`config.mk`:
```
export PLATFORM = sky130hd
export DESIGN_NAME = sfp_link_supervisor
export DESIGN_NICKNAME = d
export VERILOG_FILES = /design/src/rtl/sfp_link_pkg.sv /design/src/rtl/sfp_link_chan_fsm.sv /design/src/rtl/sfp_link_supervisor.sv
export SDC_FILE = /design/constraint.sdc
export NUM_CORES = 1
export LEC_CHECK = 0
export ABC_AREA = 1
export BUFFER_PORTS_ARGS = -buffer_cell sky130_fd_sc_hd__buf_4
export CAP_MARGIN = 20
export CORE_MARGIN = 10
export CORE_UTILIZATION = 60
export CTS_CLUSTER_DIAMETER = 200
export DETAILED_ROUTE_END_ITERATION = 12
export GPL_TIMING_DRIVEN = 0
export PLACE_DENSITY = 0.79
export SLEW_MARGIN = 25
export SYNTH_ARGS = -nofsm -noshare
export SYNTH_HDL_FRONTEND = slang
export SYNTH_HIERARCHICAL = 1
export SYNTH_SLANG_ARGS = --single-unit
```
`constraint.sdc`:
```
create_clock -name clk -period 2.2 [get_ports clk]
set_input_delay 0.22 -clock clk [delete_from_list [all_inputs] [get_ports clk]]
set_output_delay 0.22 -clock clk [all_outputs]
set_load 0.005 [all_outputs]
```
`src/rtl/sfp_link_pkg.sv`:
```
// Shared types and sizing helpers for the SFP link supervisor.
package sfp_link_pkg;

    typedef enum logic [2:0] {
        ST_IDLE     = 3'd0,
        ST_RESET    = 3'd1,
        ST_WAIT_RX  = 3'd2,
        ST_DEBOUNCE = 3'd3,
        ST_UP       = 3'd4,
        ST_BACKOFF  = 3'd5
    } chan_state_t;

    // Bits needed to hold values 0..limit.
    function automatic int cnt_width(input int limit);
        return (limit < 1) ? 1 : $clog2(limit + 1);
    endfunction

    function automatic int max3(input int a, input int b, input int c);
        int m;
        m = (a > b) ? a : b;
        return (m > c) ? m : c;
    endfunction

endpackage

```
`src/rtl/sfp_link_chan_fsm.sv`:
```
// One channel's bring-up FSM: reset hold, lock wait with timeout, debounce,
// backoff/retry and a saturating failure counter.
module sfp_link_chan_fsm
    import sfp_link_pkg::*;
#(
    parameter int RST_HOLD     = 16,
    parameter int BACKOFF_CYC  = 1024,
    parameter int LOCK_TIMEOUT = 1000000,
    parameter int DEBOUNCE     = 1024,
    parameter int CNT_W        = 16
) (
    input  logic             clk,
    input  logic             rst,
    input  logic             go,
    input  logic             rx_ready,
    input  logic             fail_clr,
    output logic             chan_rst,
    output logic             tx_disable,
    output logic             link_up,
    output logic [CNT_W-1:0] fail_cnt
);

    // One phase counter serves RESET, DEBOUNCE and BACKOFF since they never overlap.
    localparam int PH_W  = cnt_width(max3(RST_HOLD, DEBOUNCE, BACKOFF_CYC));
    localparam int TMO_W = cnt_width(LOCK_TIMEOUT);

    localparam logic [PH_W-1:0]  RST_LAST = PH_W'(RST_HOLD - 1);
    localparam logic [PH_W-1:0]  DEB_LAST = PH_W'(DEBOUNCE - 1);
    localparam logic [PH_W-1:0]  BO_LAST  = PH_W'(BACKOFF_CYC - 1);
    localparam logic [TMO_W-1:0] TMO_LAST = TMO_W'(LOCK_TIMEOUT - 1);

    chan_state_t      state, state_nxt;
    logic [PH_W-1:0]  ph_cnt, ph_cnt_nxt;
    logic [TMO_W-1:0] tmo, tmo_nxt;
    logic [CNT_W-1:0] fail_nxt;
    logic             fail_evt;
    logic             tmo_exp;

    assign tmo_exp = (tmo >= TMO_LAST);

    always_ff @(posedge clk or posedge rst) begin
        if (rst) begin
            state    <= ST_IDLE;
            ph_cnt   <= '0;
            tmo      <= '0;
            fail_cnt <= '0;
        end else begin
            state    <= state_nxt;
            ph_cnt   <= ph_cnt_nxt;
            tmo      <= tmo_nxt;
            fail_cnt <= fail_nxt;
        end
    end

    always_comb begin
        state_nxt  = state;
        ph_cnt_nxt = ph_cnt;
        tmo_nxt    = tmo;
        fail_evt   = 1'b0;

        if (!go) begin
            state_nxt = ST_IDLE;
        end else begin
            case (state)
                ST_IDLE: begin
                    state_nxt  = ST_RESET;
                    ph_cnt_nxt = '0;
                end
                ST_RESET: begin
                    if (ph_cnt >= RST_LAST) begin
                        state_nxt = ST_WAIT_RX;
                        tmo_nxt   = '0;
                    end else begin
                        ph_cnt_nxt = ph_cnt + 1'b1;
                    end
                end
                ST_WAIT_RX: begin
                    if (tmo_exp) begin
                        state_nxt  = ST_BACKOFF;
                        ph_cnt_nxt = '0;
                        fail_evt   = 1'b1;
                    end else begin
                        tmo_nxt = tmo + 1'b1;
                        if (rx_ready) begin
                            state_nxt  = ST_DEBOUNCE;
                            ph_cnt_nxt = '0;
                        end
                    end
                end
                ST_DEBOUNCE: begin
                    if (!tmo_exp) tmo_nxt = tmo + 1'b1;
                    // Completing the debounce beats a timeout landing on the same cycle.
                    if (rx_ready && ph_cnt >= DEB_LAST) begin
                        state_nxt = ST_UP;
                    end else if (tmo_exp) begin
                        state_nxt  = ST_BACKOFF;
                        ph_cnt_nxt = '0;
                        fail_evt   = 1'b1;
                    end else if (!rx_ready) begin
                        state_nxt = ST_WAIT_RX;
                    end else begin
                        ph_cnt_nxt = ph_cnt + 1'b1;
                    end
                end
                ST_UP: begin
                    if (!rx_ready) begin
                        state_nxt  = ST_BACKOFF;
                        ph_cnt_nxt = '0;
                        fail_evt   = 1'b1;
                    end
                end
                ST_BACKOFF: begin
                    if (ph_cnt >= BO_LAST) begin
                        state_nxt  = ST_RESET;
                        ph_cnt_nxt = '0;
                    end else begin
                        ph_cnt_nxt = ph_cnt + 1'b1;
                    end
                end
                default: state_nxt = ST_IDLE;
            endcase
        end

        if (fail_clr)
            fail_nxt = '0;
        else if (fail_evt && (fail_cnt != {CNT_W{1'b1}}))
            fail_nxt = fail_cnt + 1'b1;
        else
            fail_nxt = fail_cnt;
    end

    assign chan_rst   = (state == ST_IDLE) || (state == ST_RESET) || (state == ST_BACKOFF);
    assign tx_disable = (state == ST_IDLE);
    assign link_up    = (state == ST_UP);

endmodule

```
`src/rtl/sfp_link_supervisor.sv`:
```
// Multi-channel SFP link supervisor: global readiness qualifier, per-channel
// bring-up FSMs and the registered all-links-up summary.
module sfp_link_supervisor
    import sfp_link_pkg::*;
#(
    parameter int N_CH         = 1,
    parameter int RST_HOLD     = 16,
    parameter int BACKOFF_CYC  = 1024,
    parameter int LOCK_TIMEOUT = 1000000,
    parameter int DEBOUNCE     = 1024,
    parameter int CNT_W        = 16
) (
    input  logic                  clk,
    input  logic                  rst,
    input  logic                  clk_ready,
    input  logic                  pll_locked,
    input  logic                  reconfig_busy,
    input  logic [N_CH-1:0]       chan_en,
    input  logic [N_CH-1:0]       rx_ready,
    input  logic                  fail_clr,
    output logic [N_CH-1:0]       chan_rst,
    output logic [N_CH-1:0]       tx_disable,
    output logic [N_CH-1:0]       link_up,
    output logic                  all_up,
    output logic [N_CH*CNT_W-1:0] fail_cnt
);

    logic            q;
    logic [N_CH-1:0] go;
    logic            all_up_nxt;

    assign q  = clk_ready & pll_locked & ~reconfig_busy;
    assign go = chan_en & {N_CH{q}};

    for (genvar i = 0; i < N_CH; i++) begin : g_chan
        sfp_link_chan_fsm #(
            .RST_HOLD    (RST_HOLD),
            .BACKOFF_CYC (BACKOFF_CYC),
            .LOCK_TIMEOUT(LOCK_TIMEOUT),
            .DEBOUNCE    (DEBOUNCE),
            .CNT_W       (CNT_W)
        ) u_fsm (
            .clk       (clk),
            .rst       (rst),
            .go        (go[i]),
            .rx_ready  (rx_ready[i]),
            .fail_clr  (fail_clr),
            .chan_rst  (chan_rst[i]),
            .tx_disable(tx_disable[i]),
            .link_up   (link_up[i]),
            .fail_cnt  (fail_cnt[i*CNT_W +: CNT_W])
        );
    end

    // Disabled channels don't hold the summary low, but no enabled channels means not up.
    assign all_up_nxt = (|chan_en) & (&(link_up | ~chan_en));

    always_ff @(posedge clk or posedge rst) begin
        if (rst) all_up <= 1'b0;
        else     all_up <= all_up_nxt;
    end

endmodule

```
* Word level (Yosys, flattened, before mapping) *
Index checks and enable logic that the tools add are counted.

word-level totals
  bits in registers = 51
  latch bits = 0
  memory bits (writable) = 0
  bits in read-only memories = 0
  bits of input ports = 8
  output and inout bits = 20
  word-level logic and storage cells = 77
  memories = 0

cells by class
  add/sub/neg operators = 3
  $mul = 0
  divide/modulo/power cells = 0
  magnitude comparators = 3
  equal/unequal tests = 18
  shifts and indexed selects = 0
  mux-type cells = 29
  bitwise gates (word level) = 7
  reduce and logical (&&, ||, !) cells = 12

operators by type and width
  cell                                                                      count
  11-bit 2-to-1 mux                                                         8
  11-bit one-hot mux with 6 select lines                                    1
  20-bit 2-to-1 mux                                                         2
  20-bit one-hot mux with 2 select lines                                    1
  16-bit 2-to-1 mux                                                         2
  3-bit 2-to-1 mux                                                          9
  20-bit by 1-bit adder with 20-bit output (second input constant)          1
  20-bit >= comparator (second input constant)                              1
  3-bit one-hot mux with 6 select lines                                     1
  16-bit by 1-bit adder with 16-bit output (second input constant)          1
  16-bit inequality test (second input constant)                            1
  11-bit by 1-bit adder with 11-bit output (second input constant)          1
  11-bit by 10-bit >= comparator with 1-bit output (second input constant)  1
  11-bit by 4-bit >= comparator with 1-bit output (second input constant)   1
  3-bit inequality test (second input constant)                             3
  2-bit inequality test (second input constant)                             4
  7-bit AND reduction                                                       1
  3-bit by 2-bit equality test with 1-bit output (second input constant)    2
  3-bit equality test (second input constant)                               2
  3-bit by 2-bit inequality test with 1-bit output (second input constant)  2
  6-bit nonzero test                                                        1
  5-bit inequality test (second input constant)                             1
  5-bit AND reduction                                                       1
  1-bit bitwise AND                                                         4
  13 further kinds                                                          20

* Longest topological paths before layout *
Gate-level depths: netlist (run 1).

  word-level depth = 8
  depth in mapped cells = 14
  gate-level depth less buffers = 13

* By module *
Netlist (run 1), hierarchy kept.

by module, submodules not included
  module               instances  cells each  area an instance (um2)  seq. area each (um2)
  sfp_link_chan_fsm    1          538         3,829.9                 1,251.2
  sfp_link_supervisor  1          8           53.8                    25.0

* Worst setup path after synthesis (run 1) *
Ideal clock, no wire load.

  kind = register -> register
  start point = register g_chan[0].u_fsm.tmo[0]
  end point = register g_chan[0].u_fsm.tmo[8]
  library setup time = 138 ps
  data arrival time = 1,620 ps
  required time = 2,062 ps
  setup slack = 442 ps
  stages on the path, launching flop included = 13
  path buffers = 1
  period minus slack after synthesis = 1,758 ps
  cells stage by stage = dfrtp_1 -> ha_1 -> nand2_1 -> nor2_4 -> nor2_2 -> inv_2 -> nand2_2 -> nand2_4 -> nand2_2 -> nand3_4 -> buf_2 -> nand2_1 -> o31ai_2

between the ends
  cells in the longest elaborated chain, start to end = 3
  elaborated cells between the ends (all ways) = 6
  those cells by class = 1 x add/sub; 1 x order compare; 1 x eq/ne; 2 x mux; 1 x reduce/logical

RTL lines
  item                                                                              RTL line                                                                   RTL
  from (decl)                                                                       sfp_link_chan_fsm.sv:34                                                    logic [TMO_W-1:0] tmo, tmo_nxt;
  from (signal assigned)                                                            sfp_link_chan_fsm.sv:50                                                    tmo <= tmo_nxt;
  20-bit by 1-bit adder with 20-bit output or 20-bit >= comparator (tied branches)  sfp_link_chan_fsm.sv:83, sfp_link_chan_fsm.sv:91, sfp_link_chan_fsm.sv:39
  20-bit 2-to-1 mux or 2-bit inequality test (tied branches)                        --
  20-bit one-hot mux with 2 select lines or 4-bit AND reduction (tied branches)     --

Parallel ways exist; a longest one is shown, timed or not. The select of a mux whose other input is x is not followed.
A chain may end at the register's enable or synchronous reset.

* Final worst setup path (run 1) *
  start point = register g_chan[0].u_fsm.tmo[0]
  end point = register g_chan[0].u_fsm.tmo[7]

Same word-level chain as after synthesis.

==> results of run 1 <==
path summary, 6_finish.rpt:
check,endpoint,depth (start not counted)
min in group asynchronous,all_up,3
max in group asynchronous,g_chan[0].u_fsm/ph_cnt[8],3
worst min register to register,g_chan[0].u_fsm/ph_cnt[0],1
worst max-delay path,g_chan[0].u_fsm/tmo[7],12
worst max register to register,g_chan[0].u_fsm/tmo[7],12
worst min-delay path,all_up,3
power by group through the flow:
stage	Combinational [mW]	Sequential (mW)	Clock [mW]
6_report	0.188	0.985	0.556
5_1_grt	0.214	0.987	0.598
4_1_cts	0.188	0.984	0.567
3_5_place_dp	0.185	1.00	0
3_3_place_gp	0.178	1.00	0
2_1_floorplan	0.139	0.997	0
Yosys cell counts:
library cell	instances	area share (%)
o31ai_2	4	1.3
nor3_2	1	0.26
or2_2	1	0.16
buf_4	5	0.97
nand3_4	2	0.90
clkbuf_1	4	0.39
nor2_2	9	1.4
nor2_4	2	0.58
nor4_1	1	0.16
o31ai_1	4	0.77
o21ai_0	6	0.77
nor2_1	44	4.3
nor3_1	10	1.3
dfrtp_1	51	33
buf_6	2	0.58
nand2_4	1	0.29
inv_1	62	6.0
nand2_1	131	13
o21ai_1	15	1.9
nand3b_1	3	0.58
nor2_8	1	0.52
nand3_2	15	3.9
inv_4	2	0.32
inv_2	16	1.5
buf_2	9	1.2
ha_1	3	0.97
o21bai_1	1	0.19
nand2_2	10	1.6
o211ai_1	2	0.39
nand2_8	1	0.52
buf_12	1	0.52
xnor2_1	3	0.68
nand3_1	55	7.1
a21oi_1	9	1.2
xor2_1	25	5.6
a21o_1	2	0.39
nand4_1	33	5.3
repair_timing:
action                    4_1_cts  5_1_grt
buffers inserted                0        0
hold buffers                    1        0
hold endpoints to repair        1        0
worst max-delay path: cells and delay by family (launching register included):
family | cells | cell delay [ns]
AOI/OAI and AO/OA | 1 | 0.06
DFF | 1 | 0.43
buffers and inverters | 2 | 0.28
adders and majority gates | 1 | 0.26
and+or+nand+nor | 8 | 0.86
cell type report:
type / count / share of cell area, %
multi-input cells: 394 / 50.6
flip-flops and latches: 51 / 29.8
inverters: 80 / 7.20
repair buffers: 27 / 4.80
plain buffers: 21 / 3.28
well taps: 77 / 2.25
clock buffers: 5 / 1.61
clock inverters: 3 / 0.468
registers in the layout (all words and copies together), names as in the netlist:
name / flops
g_chan.u_fsm/ph_cnt: 11
g_chan.u_fsm/fail_cnt: 16
g_chan.u_fsm/state: 3
g_chan.u_fsm/tmo: 20
all_up: 1
kinds of logic after synthesis:
family	count (synthesis)	share of synthesized area (%)
DFF	51	32.9
and+or+nand+nor	320	41.5
buffers and inverters	101	11.5
xor gates and xnor gates	28	6.31
AOI/OAI and AO/OA	43	6.89
adders and majority gates	3	0.967
through the flow:
step / worst slack [ns] / total power, mW / hold slack [ns] / cells
finish: 0.176 / 1.73 / 0.111 / 658
global route: 0.00216 / 1.80 / 0.0985 / 658
CTS: 0.170 / 1.74 / 0.106 / 658
detailed placement: 0.190 / 1.19 / 0.0877 / 649
global placement: 0.0736 / 1.18 / 0.0705 / 649
floorplan: 0.442 / 1.14 / -0.0513 / 546
layer usage:
metal	global-route usage, %	vias up	wire, um
met3	4.32	25	566
met4	6.63	0	198
met1	22.2	1690	3900
li1	-	1838	-
met5	0	-	0
met2	30.5	123	4310
==> flow_summary.yaml, run 1 <==
critical_path:
  cp_slowest_cell: "dfrtp_1"
  cp.arrival_ns: 2.21
  worstSetupStartpoint: "g_chan[0].u_fsm/tmo[0]"
  slowest_delay_ns: 0.43
  endpoint_kind: "flop"
  crit_chain: "ha_1 > nand2_1 > nor2_4 > nor2_2 > inv_2 > nand2_2 > nand2_4 > nand2_2 > nand3_4 > buf_2 > nand2_1 > o31ai_2"
  path_max_fanout: 10
  reg2reg_from: "g_chan[0].u_fsm/tmo[0]"
  crit_type: "reg2reg"
  rrSetupSlack_ns: 0.18
  critPathRequiredTime_ns: 2.38
  start_kind: "flop"
power_and_ir_drop:
  p_switching_mw: 0.491
  pwr-share-clk_pct: 32.1
  seq_power_share_pct: 57.0
  swShare_pct: 28.4
  ir_drop_mv: 0.264
  share_comb_of_total_power_pct: 10.9
  powerDensity_nw_per_um2: 404
  leakagePower_nw: 2.20
  p_int_mw: 1.24
clocking:
  worstSkewPairLatency_ns: 0.31
  cts_sinks: 51
  htree_levels: 2
  cts_buffer_depth: 2
  cts_buffers: 5
  root_buffer: "clkbuf_8"
  clkTransAtPathRegs_ns: 0.10
  cts_tree: "built"
  cts_resized: 0
hold_path:
  hold_start: "chan_en"
  hold_class: "in2reg"
sta:
  layout_min_cycle_time_ns: 2.02
  finalCritPeriodShare_pct: 92.0
  setup_tns_ns: 0
  drv_slew: 0
  clock_skew_ns: 0.00903
  rsz0062_at_grt: "false"
  timing.final.hold_violations: 0
  slew_headroom_pct: 57.9
  setup_viol: 0
  worst_pin_slew_ns: 0.631
  fmax_ghz: 0.494
floorplan:
  rows: 29
  core_sq_um: 6310
  die_area_sq_um: 10100
  die_h_um: 100
  io_pins: 28
  die_x_um: 100
  initial_utilization_pct: 61.5
synthesis:
  ys_types: 37
  syn_avg_cell_area_sq_um: 7.11
  synth_seq_cells: 51
  ys_seq_area_share_pct: 32.9
  synth_cells: 546
  synth_nets: 557
  ys.warnings.count: 6
  synth_area_sq_um: 3880
final_layout:
  area_growth_pct: 10.1
  mostFrequentLayoutCells: "131 x nand2_1, 61 x inv_1, 55 x nand3_1, 51 x dfrtp_1, 44 x nor2_1"
  layout.area.seq_sq_um: 1280
  diodes: 0
  finalCoreUtilization_pct: 67.7
  multi_input_area_sq_um: 2160
  nets: 591
  final_common_cell: "nand2_1"
  postLayoutCellArea_sq_um: 4280
  fillers: 528
  layout-drive-gt1-share_pct: 20.1
grt:
  grt_antenna_before_repair: 0
  grt_max_degree: 51
  grt_usage_pct: 18.2
  grt_pass1_wl_mm: 15.6
  grt_pass1_vias: 3479
  grt_overflow_total: 0
routing:
  wire_per_inst_um: 13.6
  vias_per_cell: 5.59
  vias: 3676
  wirelength_mm: 8.98
  dr.pass1.iters: 4
  drc: 0
  drt_iter0_markers: 282
  final_antenna_net_count: 0
status:
  status: "completed"
place:
  hpwl_mm: 6.67
  dpl-instance-area_sq_um: 4180
  io_buffers: 26
  gp_congestion: 0.947
flow_run:
  drv_cap: 0
(Power assumes the default switching activity.)
==> inputs of run 2 (changes only) <==
--- a/config.mk
+++ b/config.mk
@@ -8,12 +8,12 @@
 export ABC_AREA = 1
 export BUFFER_PORTS_ARGS = -buffer_cell sky130_fd_sc_hd__buf_4
 export CAP_MARGIN = 20
-export CORE_MARGIN = 10
+export CORE_MARGIN = 2
 export CORE_UTILIZATION = 60
 export CTS_CLUSTER_DIAMETER = 200
 export DETAILED_ROUTE_END_ITERATION = 12
 export GPL_TIMING_DRIVEN = 0
-export PLACE_DENSITY = 0.79
+export PLACE_DENSITY = 0.77
 export SLEW_MARGIN = 25
 export SYNTH_ARGS = -nofsm -noshare
 export SYNTH_HDL_FRONTEND = slang
==> flow_summary.yaml, run 2 (synthesized netlist as in run 1, its figures left out) <==
clocking:
  htree_levels: 2
  cts_buffers: 5
  cts_buffer_depth: 2
  cts_setup_buffers: 0
  root_buffer: "clkbuf_8"
  cts_sinks: 51
  cts_tree: "built"
  worstSkewPairLatency_ns: 0.31
  clkTransAtPathRegs_ns: 0.10
critical_path:
  endpoint_kind: "flop"
  crit_chain: "ha_1 > nand2_1 > nor2_4 > nor2_2 > inv_2 > nand2_2 > nand2_4 > nand2_2 > nand3_4 > buf_2 > nand2_1 > o31ai_2"
  path_buf_inv: 2
  cp_slowest_cell: "dfrtp_1"
  crit_family: "simple AND/OR/NAND/NOR gates"
  slowest_delay_ns: 0.44
  crit_type: "reg2reg"
  start_kind: "flop"
  critPathRequiredTime_ns: 2.38
  cp.arrival_ns: 2.21
  path_max_fanout: 10
floorplan:
  initial_utilization_pct: 61.5
  rows: 29
  die_area_sq_um: 7130
  io_pins: 28
  die_h_um: 84.5
  core_sq_um: 6310
  die_x_um: 84.5
final_layout:
  max_flop_register: "g_chan.u_fsm/tmo"
  mostFrequentLayoutCells: "131 x nand2_1, 61 x inv_1, 55 x nand3_1, 51 x dfrtp_1, 43 x nor2_1"
  finalCoreUtilization_pct: 67.8
  postLayoutCellArea_sq_um: 4280
  layout-drive-gt1-share_pct: 20.1
  final_common_cell: "nand2_1"
  reg_top3: "g_chan.u_fsm/tmo (20), g_chan.u_fsm/fail_cnt (16), g_chan.u_fsm/ph_cnt (11)"
  area_growth_pct: 10.2
  fillers: 552
  diodes: 0
  largest_reg_flops: 20
  instances_no_fill: 658
  nets: 591
sta:
  clock_skew_ns: 0.00829
  layout_setup_ws_ns: 0.176
  layout_min_cycle_time_ns: 2.02
  setup_viol: 0
  rsz0062_at_grt: "false"
  finalCritPeriodShare_pct: 92.0
  fmax_ghz: 0.494
  drv_slew: 0
  timing.final.hold_violations: 0
  setup_tns_ns: 0
  whs_ns: 0.112
  worst_pin_slew_ns: 0.630
  slew_headroom_pct: 58.0
grt:
  grt_pass1_vias: 3381
  grt_pass1_wl_mm: 15.1
  grt_usage_pct: 25.5
  grt_max_degree: 51
  grt_antenna_before_repair: 0
  grt_overflow_total: 0
place:
  hpwl_mm: 6.50
  dpl-instance-area_sq_um: 4180
  gp_congestion: 0.985
  dp_cells: 649
  dpl_worst_slack_ns: 0.174
  io_buffers: 26
routing:
  vias: 3623
  vias_per_cell: 5.51
  drt_iter0_markers: 265
  final_antenna_net_count: 0
  drc: 0
  dr.pass1.iters: 5
  wirelength_mm: 8.78
  wire_per_inst_um: 13.3
power_and_ir_drop:
  p_switching_mw: 0.486
  swShare_pct: 28.1
  p_int_mw: 1.25
  ir_drop_mv: 0.274
  leakagePower_nw: 2.20
  pwr-share-clk_pct: 32.1
  powerDensity_nw_per_um2: 404
  share_comb_of_total_power_pct: 11.0
  finalPower_mw: 1.73
  seq_power_share_pct: 56.9
hold_path:
  hold_class: "in2reg"
flow_run:
  drv_cap: 0
status:
  status: "completed"
[run 2: cell count changes in the layout (fill, tap and decap cells not counted), sizes merged]
cell,change
clkinv,+1
clkinvlp,-2
clkbuf,+1
[run 2: area by class of cell]
type / instances / area [sq um] / share of cell area [%]
multi-input cells: 394 / 2160 / 50.6
flip-flops and latches: 51 / 1280 / 29.8
well taps: 77 / 96.3 / 2.25
repair buffers: 27 / 205 / 4.79
clock buffers: 6 / 72.6 / 1.70
inverters: 80 / 308 / 7.19
clock inverters: 2 / 17.5 / 0.409
plain buffers: 21 / 140 / 3.27
[run 2: tightest hold or removal path, stage by stage]
cell     delay (ns)
buf_4          0.09
nand2_1        0.04
inv_1          0.04
[run 2: repair_timing]
item,CTS,global route
gates resized for setup,0,1
setup endpoints to repair,0,2
hold buffers,1,0
hold endpoints to repair,1,0
[run 2: final timing paths]
kind,slack [ns],to,depth (start not counted),startpoint
setup / recovery,0.18,g_chan[0].u_fsm/tmo[10],12,g_chan[0].u_fsm/tmo[0]
hold / removal,0.11,all_up,3,chan_en
setup reg to reg,0.18,g_chan[0].u_fsm/tmo[10],12,g_chan[0].u_fsm/tmo[0]
hold reg to reg,0.52,g_chan[0].u_fsm/ph_cnt[0],1,g_chan[0].u_fsm/ph_cnt[0]
max in group asynchronous,1.21,g_chan[0].u_fsm/tmo[19],3,rst
min in group asynchronous,0.32,all_up,3,rst
[run 2: per-layer routing]
layer | share of wire, % | GRT usage (%)
met5 | 0 | 0
met3 | 4.5 | 3.64
met1 | 47 | 34.0
met4 | 1.7 | 7.65
met2 | 47 | 43.4
[run 2: power by group through the flow]
| stage | registers (mW) | logic, mW | clock network, mW |
|---|---|---|---|
| 2_1_floorplan | 0.997 | 0.139 | 0 |
| 4_1_cts | 0.984 | 0.191 | 0.573 |
| 5_1_grt | 0.988 | 0.218 | 0.604 |
| 6_report | 0.985 | 0.191 | 0.555 |
| 3_3_place_gp | 1.00 | 0.182 | 0 |
| 3_5_place_dp | 1.00 | 0.188 | 0 |
